[src/rtl/fetch_pkg.sv]
// Shared types and constants for the instruction fetch sequencer.
package fetch_pkg;

    localparam int unsigned PC_W    = 10;
    localparam int unsigned INSTR_W = 24;

    localparam logic [INSTR_W-1:0] HALT_WORD = 24'h000000;
    localparam logic [3:0]         OP_JMP    = 4'h8;

    typedef enum logic [1:0] {
        IDLE,
        RUN,
        STOP,
        DONE
    } fetch_state_t;

    typedef struct packed {
        logic [PC_W-1:0]    pc;
        logic [INSTR_W-1:0] instr;
    } fetch_entry_t;

endpackage

[src/rtl/fetch_buf.sv]
// Two-entry shifting output buffer; the head register drives decode directly.
module fetch_buf
    import fetch_pkg::*;
(
    input  logic         clk,
    input  logic         rst_n,
    input  logic         push,
    input  fetch_entry_t push_data,
    input  logic         pop,
    input  logic         flush,
    output fetch_entry_t head,
    output logic         head_valid,
    output logic [1:0]   count
);

    fetch_entry_t ent0_q, ent1_q, ent0_d, ent1_d;
    logic         v0_q, v1_q, v0_d, v1_d;

    // Pop shifts the second slot forward, then a push fills the first free slot.
    always_comb begin
        ent0_d = ent0_q;
        ent1_d = ent1_q;
        v0_d   = v0_q;
        v1_d   = v1_q;
        if (flush) begin
            v0_d = 1'b0;
            v1_d = 1'b0;
        end else begin
            if (pop && v0_q) begin
                ent0_d = ent1_q;
                v0_d   = v1_q;
                v1_d   = 1'b0;
            end
            if (push) begin
                if (!v0_d) begin
                    ent0_d = push_data;
                    v0_d   = 1'b1;
                end else begin
                    ent1_d = push_data;
                    v1_d   = 1'b1;
                end
            end
        end
    end

    always_ff @(posedge clk or negedge rst_n) begin
        if (!rst_n) begin
            ent0_q <= '0;
            ent1_q <= '0;
            v0_q   <= 1'b0;
            v1_q   <= 1'b0;
        end else begin
            ent0_q <= ent0_d;
            ent1_q <= ent1_d;
            v0_q   <= v0_d;
            v1_q   <= v1_d;
        end
    end

    assign head       = ent0_q;
    assign head_valid = v0_q;
    assign count      = 2'(v0_q) + 2'(v1_q);

endmodule

[src/rtl/instr_fetch_ctrl.sv]
// Fetch sequencer: owns the PC, drives the ROM, pre-decodes jumps/HALT and
// delivers {pc, instr} to decode through a two-entry buffer.
module instr_fetch_ctrl
    import fetch_pkg::*;
#(
    parameter int unsigned ADDR_W   = PC_W,
    parameter int unsigned RESET_PC = 0
) (
    input  logic              clk,
    input  logic              rst_n,
    input  logic              start,
    output logic [ADDR_W-1:0] rom_addr,
    input  logic [23:0]       rom_instr,
    output logic              out_valid,
    input  logic              out_ready,
    output logic [23:0]       out_instr,
    output logic [ADDR_W-1:0] out_pc,
    input  logic              redirect_valid,
    input  logic [ADDR_W-1:0] redirect_pc,
    output logic              busy,
    output logic              halted
);

    fetch_state_t      state_q, state_d;
    logic [ADDR_W-1:0] pc_q, pc_d;
    logic [ADDR_W-1:0] fetch_pc_q, fetch_pc_d;
    logic              inflight_q, inflight_d;
    logic              busy_d, halted_d;

    fetch_entry_t      head, push_data;
    logic [1:0]        count;
    logic              pop, redir_ok, cap_halt, cap_jmp, issue;
    logic [2:0]        occupancy;

    assign pop       = out_valid & out_ready;
    assign redir_ok  = redirect_valid & ((state_q == RUN) | (state_q == STOP));
    assign cap_halt  = inflight_q & (rom_instr == HALT_WORD);
    assign cap_jmp   = inflight_q & (rom_instr[23:20] == OP_JMP);
    assign occupancy = 3'(count) + 3'(inflight_q);
    assign issue     = (state_q == RUN) && (occupancy < 3'd2 + 3'(pop));
    assign push_data = '{pc: PC_W'(fetch_pc_q), instr: rom_instr};

    fetch_buf u_buf (
        .clk        (clk),
        .rst_n      (rst_n),
        .push       (inflight_q),
        .push_data  (push_data),
        .pop        (pop),
        .flush      (redir_ok),
        .head       (head),
        .head_valid (out_valid),
        .count      (count)
    );

    // Later assignments win: redirect over jump/HALT over plain issue.
    always_comb begin
        state_d    = state_q;
        pc_d       = pc_q;
        fetch_pc_d = fetch_pc_q;
        inflight_d = 1'b0;
        if (issue) begin
            pc_d       = pc_q + ADDR_W'(1);
            fetch_pc_d = pc_q;
            inflight_d = 1'b1;
        end
        case (state_q)
            IDLE, DONE: if (start) begin
                state_d = RUN;
                pc_d    = ADDR_W'(RESET_PC);
            end
            RUN:     if (cap_halt) state_d = STOP;
            STOP:    if (count == 2'd0) state_d = DONE;
            default: state_d = IDLE;
        endcase
        if (cap_jmp) begin
            pc_d       = rom_instr[ADDR_W-1:0];
            inflight_d = 1'b0;
        end
        if (cap_halt) inflight_d = 1'b0;
        if (redir_ok) begin
            state_d    = RUN;
            pc_d       = redirect_pc;
            inflight_d = 1'b0;
        end
        busy_d   = (state_d == RUN) || (state_d == STOP);
        halted_d = (state_d == DONE);
    end

    always_ff @(posedge clk or negedge rst_n) begin
        if (!rst_n) begin
            state_q    <= IDLE;
            pc_q       <= ADDR_W'(RESET_PC);
            fetch_pc_q <= '0;
            inflight_q <= 1'b0;
            busy       <= 1'b0;
            halted     <= 1'b0;
        end else begin
            state_q    <= state_d;
            pc_q       <= pc_d;
            fetch_pc_q <= fetch_pc_d;
            inflight_q <= inflight_d;
            busy       <= busy_d;
            halted     <= halted_d;
        end
    end

    assign rom_addr  = pc_q;
    assign out_instr = head.instr;
    assign out_pc    = ADDR_W'(head.pc);

endmodule
[config.mk]
export PLATFORM = sky130hd
export DESIGN_NAME = instr_fetch_ctrl
export DESIGN_NICKNAME = d
export VERILOG_FILES = /design/src/rtl/fetch_pkg.sv /design/src/rtl/fetch_buf.sv /design/src/rtl/instr_fetch_ctrl.sv
export SDC_FILE = /design/constraint.sdc
export NUM_CORES = 1
export LEC_CHECK = 0
export ABC_AREA = 1
export CORE_MARGIN = 5
export CORE_UTILIZATION = 45
export CTS_BUF_LIST = sky130_fd_sc_hd__clkbuf_4 sky130_fd_sc_hd__clkbuf_8
export DETAILED_ROUTE_END_ITERATION = 6
export MAX_ROUTING_LAYER = met4
export PLACE_DENSITY = 0.7
export RECOVER_POWER = 25
export SLEW_MARGIN = 40
export SYNTH_ARGS = -nofsm -noshare
export SYNTH_HDL_FRONTEND = slang
export SYNTH_SLANG_ARGS = --single-unit
[constraint.sdc]
create_clock -name clk -period 3.75 [get_ports clk]
set_clock_uncertainty 0.05 [all_clocks]
set_input_delay 0.75 -clock clk [delete_from_list [all_inputs] [get_ports clk]]
set_output_delay 0.75 -clock clk [all_outputs]
set_load 0.01 [all_outputs]
* Yosys cells after proc, flatten, opt, wreduce, memory -nomap -nowiden
Index checks and enable logic that the tools add are counted.
Cells by class: muxes and demuxes 25, equality and inequality tests 7, add/sub/neg operators 4, reductions and logical operators 8, magnitude comparators 1, bitwise operators 6
Operators by type and width (count):
- $mux 34 | 3
- $mux 10 | 5
- $logic_not 24->1 | 1
- $mux 1 | 12
- $add 10x1->10 const B | 1
- $eq 2x2->1 const B | 4
- $mux 2 | 4
- $pmux 2 s3 | 1
- $and 1x1->1 | 4
- $eq 2x1->1 const B | 2
- $eq 4x4->1 const B | 1
- $logic_not 2->1 | 2
- $add 2x1->3 | 1
- $add 2x1->3 const A | 1
- $lt 3x3->1 | 1
- $reduce_and 3->1 | 1
- $add 1x1->2 | 1
- $logic_and 1x1->1 | 2
- $reduce_or 2->1 | 1
- $logic_or 1x1->1 | 1
- $not 1->1 | 1
- $or 1x1->1 | 1
Word-level totals: register bits after elaboration 95, logic and storage cells 63, output and inout bits 47

* Logic depth before layout (Yosys ltp)
Gate-level depths: netlist of run 1.
word-level depth 9, gate-level depth with buffers 12, depth with buffers taken out 11

* By module
From an unflattened synthesis of run 1, not the netlist that was laid out.
Unflattened totals: cells, all modules 740, area total of the unflattened synthesis 5370.2 um2
By module, submodules not included:
- fetch_buf | area each 3794.9 um2, instances 1, cells each 525
- instr_fetch_ctrl | area each 1575.3 um2, instances 1, cells each 215

* Worst setup path after synthesis of run 1
Ideal clock, no wire load.
path kind register to register, start register u_buf.v0_q (netlist: u_buf.head_valid), end register pc_q[6] (netlist: rom_addr[6]), library setup time 73 ps, setup slack 1588 ps, path buffers 1, stages on the path, launching flop included 13, data arrival time 2039 ps, cell sequence dfrtp_1 inv_1 ha_1 ha_1 ha_1 nor2_1 nand2_4 inv_4 buf_8 nand2_2 nand2_1 nand2_1 a21oi_2
Between the ends: cells in the longest elaborated chain, start to end 9, elaborated cells on any way between the ends 11, classes of those cells add/sub: 3; order compare: 1; mux: 5; bitwise: 1; reduce/logical: 1
Ends and longest elaborated chain:
- start: declaration | RTL line fetch_buf.sv:17 | logic v0_q, v1_q, v0_d, v1_d;
- start signal: assignment | RTL line fetch_buf.sv:55 | v0_q <= v0_d;
- $add 1x1->2 / $and 1x1->1 (equally long branches) | RTL line fetch_buf.sv:62, instr_fetch_ctrl.sv:35
- $add 2x1->3, on equally long branches | RTL line instr_fetch_ctrl.sv:39, instr_fetch_ctrl.sv:40
- $lt 3x3->1 * | RTL line instr_fetch_ctrl.sv:40 | assign issue = (state_q == RUN) && (occupancy < 3'd2 + 3'(pop));
- $logic_and 1x1->1 * | RTL line instr_fetch_ctrl.sv:40
- $mux 10 * | RTL line instr_fetch_ctrl.sv:61 | if (issue) begin
- $mux 10 | RTL line instr_fetch_ctrl.sv:67 | IDLE, DONE: if (start) begin
- $mux 10 * | RTL line instr_fetch_ctrl.sv:66 | case (state_q)
- $mux 10 * | RTL line instr_fetch_ctrl.sv:75 | if (cap_jmp) begin
- $mux 10 * | RTL line instr_fetch_ctrl.sv:80 | if (redir_ok) begin
- named net pc_d[6] | RTL line instr_fetch_ctrl.sv:25 | logic [ADDR_W-1:0] pc_q, pc_d;
- end signal: assignment | RTL line instr_fetch_ctrl.sv:92 | pc_q <= ADDR_W'(RESET_PC);
- end signal: assignment | RTL line instr_fetch_ctrl.sv:99 | pc_q <= pc_d;
- end: declaration | RTL line instr_fetch_ctrl.sv:25
The timed path passes the listed nets; every way through them passes the cells marked *. A chain may end at the register's enable or synchronous reset.

* Worst setup path in the final report of run 1
start register u_buf.v0_q (netlist: u_buf.head_valid), end register pc_q[3] (netlist: rom_addr[3])
Same word-level chain as after synthesis.

==> results.md, run 1 <==
- TritonCTS built the clock tree.
- Buffers inserted to repair hold after CTS numbered 0.
- Averaged over all synthesized cells, the footprint is 9.197 um^2.
- The relative contribution of sequential cells to total power is 37.6%.
- The post-cts sizing count is 0.
- The finished cells cover slightly below 0.006 mm^2.
- OpenSTA, run right after detailed placement, puts the worst setup slack at ~1 ns.
- The clock drives 95 sinks.
- The slew of the pin with the lowest slew margin is 0.9439 ns.
- The largest fanout on the critical path is 27.
- The setup violation total in the final timing report is 0.
- Combinational logic is responsible for 50.7% of the overall power.
- The number of antenna violations at the first check in global routing came to 0.
- The cell family with the largest share of critical-path delay is simple AND/OR/NAND/NOR gates.
- Adding up every negative setup slack in the final design gives 0 ns.
- Counting buffers and inverters, the worst setup path is 11 cells deep.
- The area share of the largest cell type after synthesis is between 40% and 50%.
- Summed over all layers, the routed wires come to 11.96 mm.
- VDD sags by at most between 0.4 and 0.5 mV.
- Yosys attributes the largest share of cell area to dfrtp_1 (50%), nand2_1 (5.6%), o21ai_0 (5.2%), a21oi_1 (5.1%), mux2_4 (4.7%).
- The worst hold path belongs to the class in2async.
- The mean routed wirelength per cell is between 15 and 20 um.
- The biggest area contributor in the post-synthesis netlist is dfrtp_1.
- The count of final hold-check violations is 0.
- The finished layout holds 730 standard cells, fillers aside.
- The DRC violation count after routing is 0.
- The repair_antennas step left the layout with diodes totalling 0.
- The detailed router finished its first iteration with 247 violations.
- The multi-input logic area is 0.002046 mm^2.
- The area growth from synthesis to final layout is 21.91%.
- Global routing consumed, over all layers together, 19.70% of the routing resources.
- The net switching share of the total power is 41.87%.
- The most critical setup path has its startpoint at u_buf.head_valid.
- The die outline area is about 0.013 mm^2.
- The share of layout cells above drive strength 1 is 11.28%.
- For this run, the top clock speed supported by timing is 393.5 MHz.
- The category of the worst setup path launch point is a flip-flop.
- The end of the worst register-to-register path is rom_addr[3].
- The internal power of the cells totals 2967 uW.
- The power density over the cells is 877.0 mW/mm^2.
- The detail-routed via count per cell is 5.441.
- The wire length of the first global-routing pass is 19.84 mm.
- Among the stages of the critical path, the cell type that occurs most often is ha_1.
- The tightest hold margin is just under 0.3 ns.
- The arrival time at the worst endpoint is 2.77 ns.
- The worst setup path endpoint is rom_addr[3].
- The area of the mapped netlist is approximately 0.0048 mm^2.
- The floorplan has 37 rows.
- The routability-driven placement congestion ratio is 0.8202.
- The number of CTS-inserted buffers is 9.
- Port buffering added 85 buffers.
- The HPWL after detailed placement is between 8 and 9 mm.
- The analysis attributes to cell leakage a power of 0.002624 uW.
- The net switching power of the design is 2137 uW.
- STA classifies the critical path endpoint as a flip-flop.
- The number of storage elements in the synthesis netlist is 95.
- The die boundary width is 113.0 um.
- The number of max-capacitance violations reported is 0.
- The floorplan step set the die height to 113.0 um.
- The total number of vias is 3972.
- The clock reaches the later pin of the worst-skew pair after 0.36 ns.
- The maximum buffer depth of the clock tree is 2.
- Counting cells, the worst reg-to-reg path comes to 11.
- In this run the number of H-tree levels came out at 3.
- The first TritonRoute pass finished after 4 iterations.
- Measured against its own limit, the worst slew margin works out to 37.07%.
- The run finished with clean final reports.
- The clock-pin slew on the worst setup and hold paths is approximately 0.09 ns.
- The worst register-to-register path begins at u_buf.head_valid.
- The net count of the mapped netlist is around 570.
- The post-layout net count is 639.
- The worst path needs 2.541 ns of the cycle, external delays included.
- Walking the worst path, the cells encountered are inv_1, ha_1, ha_1, ha_1, nor2_1, nand2_4, inv_4, nand2_1, nand2_1, nand3_1, a21oi_1.
- The delay of the slowest cell on the worst path is 0.60 ns.
- The number of cells produced by synthesis is 519.
- Entering global routing, the biggest net connects 67 pins.
- The root buffer cell chosen for the clock tree is clkbuf_8.
- The worst path uses 67.77% of the clock period.
- Setup repair after global routing left no endpoint under its margin.
- The total of fill cells in the finished design is 944.
- The total cell area at the placement stage is approximately 0.0057 mm^2.
- Across all register-to-register paths, the minimum setup slack is roughly 1.2 ns.
- The clock network is responsible for between 10% and 20% of the overall power.
- The area of the placeable core is 0.01032 mm^2.
- After synthesis, flip-flops and latches occupy 49.80% of the total area.
- The total congestion overflow after global routing is 0.
- The count of nets left with antenna violations once routing finished came out at 0.
- The worst path meets setup with 1.209 ns of slack.
- In this run, placement finished with an instance count of 715.
- The count of synthesis-stage warnings from yosys is 0.
- The total area of sequential cells is 0.002377 mm^2.
- The count of buffering cells on the critical path with inverters included is 2.
- The via count of the first global-routing pass is approximately 4000.
- The number of max-slew violations in the final report is 0.
- In this run the count of I/O pins placed on the die edge is 86.
- The slowest stage cell on the critical path is dfrtp_1.
- The number of distinct library cells after synthesis is 30.
- The initial cell density of the core is 46.24%.
- The number of buffers inserted to repair setup after CTS is 0.
- STA puts the critical path data required time at between 3 and 4 ns.
- The critical path is of the reg2reg type.
-- worst min-delay path by stage --
stage	endpoint	slack, ns	cells after the start
after floorplan	busy	0.40	0
after global placement	u_buf.ent1_q[13]	0.41	2
after detailed placement	u_buf.ent1_q[22]	0.42	2
after CTS	u_buf.head[1]	0.43	1
after global routing	u_buf.head[1]	0.34	1
final	rom_addr[4]	0.30	1
-- cells in the final DEF (no fill, tap or decap), types with 15 or more instances in the layout --
master            n
nor2_1           29
nand3_1          43
o21ai_0          50
dfrtp_1          95
inv_1            34
a31oi_1          28
nor3_1           17
mux2_4           15
clkdlybuf4s50_1  84
a21oi_1          49
nand2_1          71
-- per-stage QoR --
| step | utilization (%) | power, uW |
|---|---|---|
| after CTS | 56.37 | 5144 |
| final | 56.37 | 5104 |
| after floorplan | - | 3588 |
| after global placement | 54.77 | 4441 |
| after detailed placement | 54.77 | 4548 |
| after global routing | 56.37 | 5513 |
-- layer usage --
layer  vias up  wire length, um  GRT usage [%]
met4         0              267          7.853
met3        20              602          2.674
met2       129             5608          30.61
met5         -                0              -
li1       1933                -              -
met1      1890             5479          26.25
-- layout make-up --
cell class	count	share of cell area, %
flip-flops and latches	95	40.85
clock inverters	5	0.5805
clock buffers	10	2.258
inverters	38	2.494
multi-input cells	352	35.15
repair buffers	94	15.74
well taps	136	2.924
-- power by group through the flow --
stage	clock network, uW	logic [uW]	registers, uW
4_1_cts	607	2610	1920
2_1_floorplan	0	1630	1960
3_5_place_dp	0	2610	1940
6_report	592	2590	1920
5_1_grt	656	2870	1980
3_3_place_gp	0	2520	1930
-- state kept, by name, summed over array words and instances (netlist names) --
name,count
fetch_pc_q,10
u_buf.head_valid,1
halted,1
rom_addr,10
busy,1
u_buf.ent1_q,34
inflight_q,1
state_q,2
u_buf.head,34
u_buf.v1_q,1
-- Yosys cell counts, drive strengths merged --
master	count
a211oi	9
a21oi	52
a31oi	28
buf	23
clkbuf	11
dfrtp	95
fa	1
ha	9
inv	38
mux2	22
nand2	81
nand3	44
nand4	7
nor2	30
nor3	17
nor4	1
o211ai	1
o21ai	50
-- cells by family after synthesis --
kind of cell    after synthesis  synth area share, %
fa+ha+maj                    10                2.779
mux                          22                6.370
simple gates                180                17.54
buf+inv                      72                7.339
flops                        95                49.80
compound gates              140                16.17
No activity file was read; power rests on OpenSTA's default activity.
==> run 2: changes to the inputs <==
==> constraint.sdc (replaced) <==
create_clock -name clk -period 2.4 [get_ports clk]
set_clock_uncertainty 0.05 [all_clocks]
set_input_delay 0.48 -clock clk [delete_from_list [all_inputs] [get_ports clk]]
set_output_delay 0.48 -clock clk [all_outputs]
set_load 0.01 [all_outputs]
==> run 2 against run 1 <==
  * Worst setup slack got worse by 1.0 ns
  * Highest routed layer unchanged
  * Cell area increased by 2.0%
  * Largest cell class unchanged
  * Total power increased by 60%
  * Die area unchanged
  * Critical path depth unchanged
  * Via count increased by 1.2%
  * Non-clock buffer count increased by 10
  * Hold slack improved by 0.024 ns
==> results.md, run 2 (synthesis gave the netlist of run 1 again) <==
- The count of final hold-check violations is 0 (unchanged).
- The number of antenna violations at the first check in global routing is 0 (unchanged).
- The number of buffers inserted by port buffering was 85 (unchanged).
- The post-DP HPWL is 8.545 mm (+2.5%).
- Setup repair after global routing left no endpoint under its margin.
- The maximum buffer depth of the clock tree is 2 (unchanged).
- The detail-routed via count per cell is 5.419 (-0.40%).
- The post-layout net count is 650 (+1.7%).
- The final cell utilization of the core was 57.51% (+1.1 points).
- The end of the worst register-to-register path is rom_addr[3].
- The arrival time at the worst endpoint is 2.43 ns (-0.34 ns).
- In this run the critical register-to-register path is launched from u_buf.v1_q.
- The overall routing resource usage came to 20.16% (+0.46 points).
- The source-to-sink clock delay at the later pin of the worst-skew pair was 0.36 ns (about the same).
- The cell row count is 37 (unchanged).
- The via count of the first global-routing pass was 3853 (-3.6%).
- The number of buffers inserted to repair setup after CTS is 0 (unchanged).
- The clock-pin slew on the worst setup and hold paths is 0.09 ns (about the same).
- The detailed-router iteration count before antenna repair is 6 (+2).
- The area growth from synthesis to final layout is 24.38%.
- The wire length of the first global-routing pass came to 20.21 mm (+1.8%).
- The total wirelength of the detailed-routed design is 12.25 mm (+2.5%).
- The largest fanout on the critical path is 14 (-48%).
- The aggregate negative setup slack is 0 ns (unchanged).
- The timing startpoint of the critical path is u_buf.v1_q.
- The number of cells traversed by the worst register-to-register path is 11 (unchanged).
- The slew of the pin with the lowest slew margin was 1.253 ns (+0.3092 ns).
- The timing-limited maximum frequency is 456.1 MHz (+16%).
- In the layout the commonest cells are dfrtp_1 (95), clkdlybuf4s50_1 (84), nand2_1 (71).
- The quantity of hold-fixing buffers added after cts is 0 (unchanged).
- The setup slack of the worst register-to-register path is 0.21 ns (-1.00 ns).
- The total leakage power is 0.002691 uW (+2.6%).
- The number of CTS-inserted buffers is 9 (unchanged).
- The category of the worst setup path launch point is a flip-flop.
- The die outline area is 0.01277 mm^2 (unchanged).
- The minimum clock period after layout is 2.192 ns (-0.3491 ns).
- The share of layout cells above drive strength 1 came to 13.37% (+2.1 points).
- The total congestion overflow after global routing is 0 (unchanged).
- The area of the placeable core was 0.01032 mm^2 (unchanged).
- The total number of clock tree sinks is 95 (unchanged).
- In this run the worst hold path is classified as in2async.
- The number of DRC markers after the initial detailed-route iteration is 341 (+38%).
- The setup violation total in the final timing report came to 0 (unchanged).
- The library cell used most frequently in the layout, excluding fill and tap cells, is dfrtp_1.
- The TritonCTS clock tree is yes.
- The initial cell density of the core came to 46.24% (unchanged).
- The number of antenna cells inserted is 0 (unchanged).
- The buffer cell driving the clock tree root is clkbuf_8.
- The length of routed met2 wiring was 5.750 mm (+2.5%).
- The routability-driven placement congestion ratio came to 0.8809 (+7.4%).
- The DRC violation count after routing came to 0 (unchanged).
- The run finished with clean final reports.
- The number of max-capacitance violations reported came to 0 (unchanged).
- The kind of capture point of the worst setup path is a flip-flop.
- The power density over the cells is 1378 mW/mm^2 (+57%).
- The pin count of the biggest net entering global routing is 50 (-25%).
- The post-cts sizing count came to 0 (unchanged).
- The total of fill cells in the finished design is 926 (-1.9%).
- The die boundary width is 113.0 um (unchanged).
- The fraction of the cycle the final worst path needs was 91.35% (+24 points).
- The worst voltage drop across the vdd grid is 0.5629 mV (+15%).
- The worst relative slew slack is 16.46% (-21 points).
- The highest metal layer with signal wires is met4.
- The height of the die is 113.0 um (unchanged).
- The total number of vias is 4021 (+1.2%).
- In this run the worst setup path terminates at rom_addr[3].
- The depth of the CTS H-tree is 3 (unchanged).
- The total routed wire length on the met1 layer is 5.761 mm (+5.1%).
- The count of nets left with antenna violations after detail routing is 0 (unchanged).
- The critical path is of the reg2reg type.
- The top-level port count is 86 (unchanged).
- The amount of wire on met3 after detailed routing is 669 um (+11%).
- The number of max-slew violations in the final report is 0 (unchanged).
- The required time at the worst-slack endpoint was 2.64 ns (-1.34 ns).
- The mean routed wirelength per cell is 16.51 um (+0.81%).
==> run 2: cell count changes in the layout (fill, tap and decap cells not counted), moves of 2 or more <==
cell / change
buf_4: +9
clkbuf_2: +2
clkinv_2: -2
clkinv_4: +2
==> run 2: per-stage QoR <==
stage                     instance area, um^2  cells  total power, uW  setup slack [ns]  hold WS (ns)
after detailed placement                 5754    725             7166           0.05911        0.4199
final                                    5937    742             8178            0.2077        0.3217
after global placement                   5754    725             7052            0.1369        0.4141
after global routing                     5937    742             8843           0.04705        0.3967
after floorplan                          4773    519             5607            0.2376        0.1344
after CTS                                5941    741             8192           0.09339        0.1032
==> run 2: how the worst min path moves through the flow <==
stage | startpoint | end | slack (ns) | depth (start not counted)
3_5_place_dp | u_buf.ent1_q[14] | u_buf.ent1_q[14] | 0.42 | 2
4_1_cts | rst_n | u_buf.ent1_q[6] | 0.10 | 1
6_report | rst_n | busy | 0.32 | 1
5_1_grt | rst_n | u_buf.ent1_q[8] | 0.40 | 1
2_1_floorplan | rst_n | busy | 0.13 | 0
3_3_place_gp | u_buf.ent1_q[10] | u_buf.ent1_q[10] | 0.41 | 2
==> run 2: cell type report <==
cell class / instances / area [um^2] / area share [%]
tap: 136 / 170.2 / 2.866
clock inverter: 5 / 41.29 / 0.6955
timing repair buffer: 104 / 998.5 / 16.82
inverter: 38 / 145.1 / 2.445
clock buffer: 11 / 145.1 / 2.445
sequential: 95 / 2377 / 40.04
multi-input combinational: 353 / 2059 / 34.69
==> run 2: power by group <==
part | switching (uW) | total [uW] | internal [uW]
sequential | 555 | 2970 | 2410
combinational | 2280 | 4200 | 1920
clock | 583 | 1010 | 425
==> run 2: worst max-delay path, cell delays in order (launching register included) <==
cell	delay [ns]
dfrtp_1	0.42
inv_1	0.08
ha_1	0.29
ha_1	0.19
ha_1	0.21
nor2_4	0.18
nand2_4	0.16
inv_4	0.17
nand2_1	0.07
nand2_1	0.06
nand3_1	0.08
a21oi_1	0.15
==> run 2: routing by layer <==
metal | global-route usage, % | vias up
met3 | 4.545 | 10
met1 | 28.35 | 1936
met5 | - | -
li1 | - | 1956
met4 | 4.006 | 0
met2 | 30.25 | 119
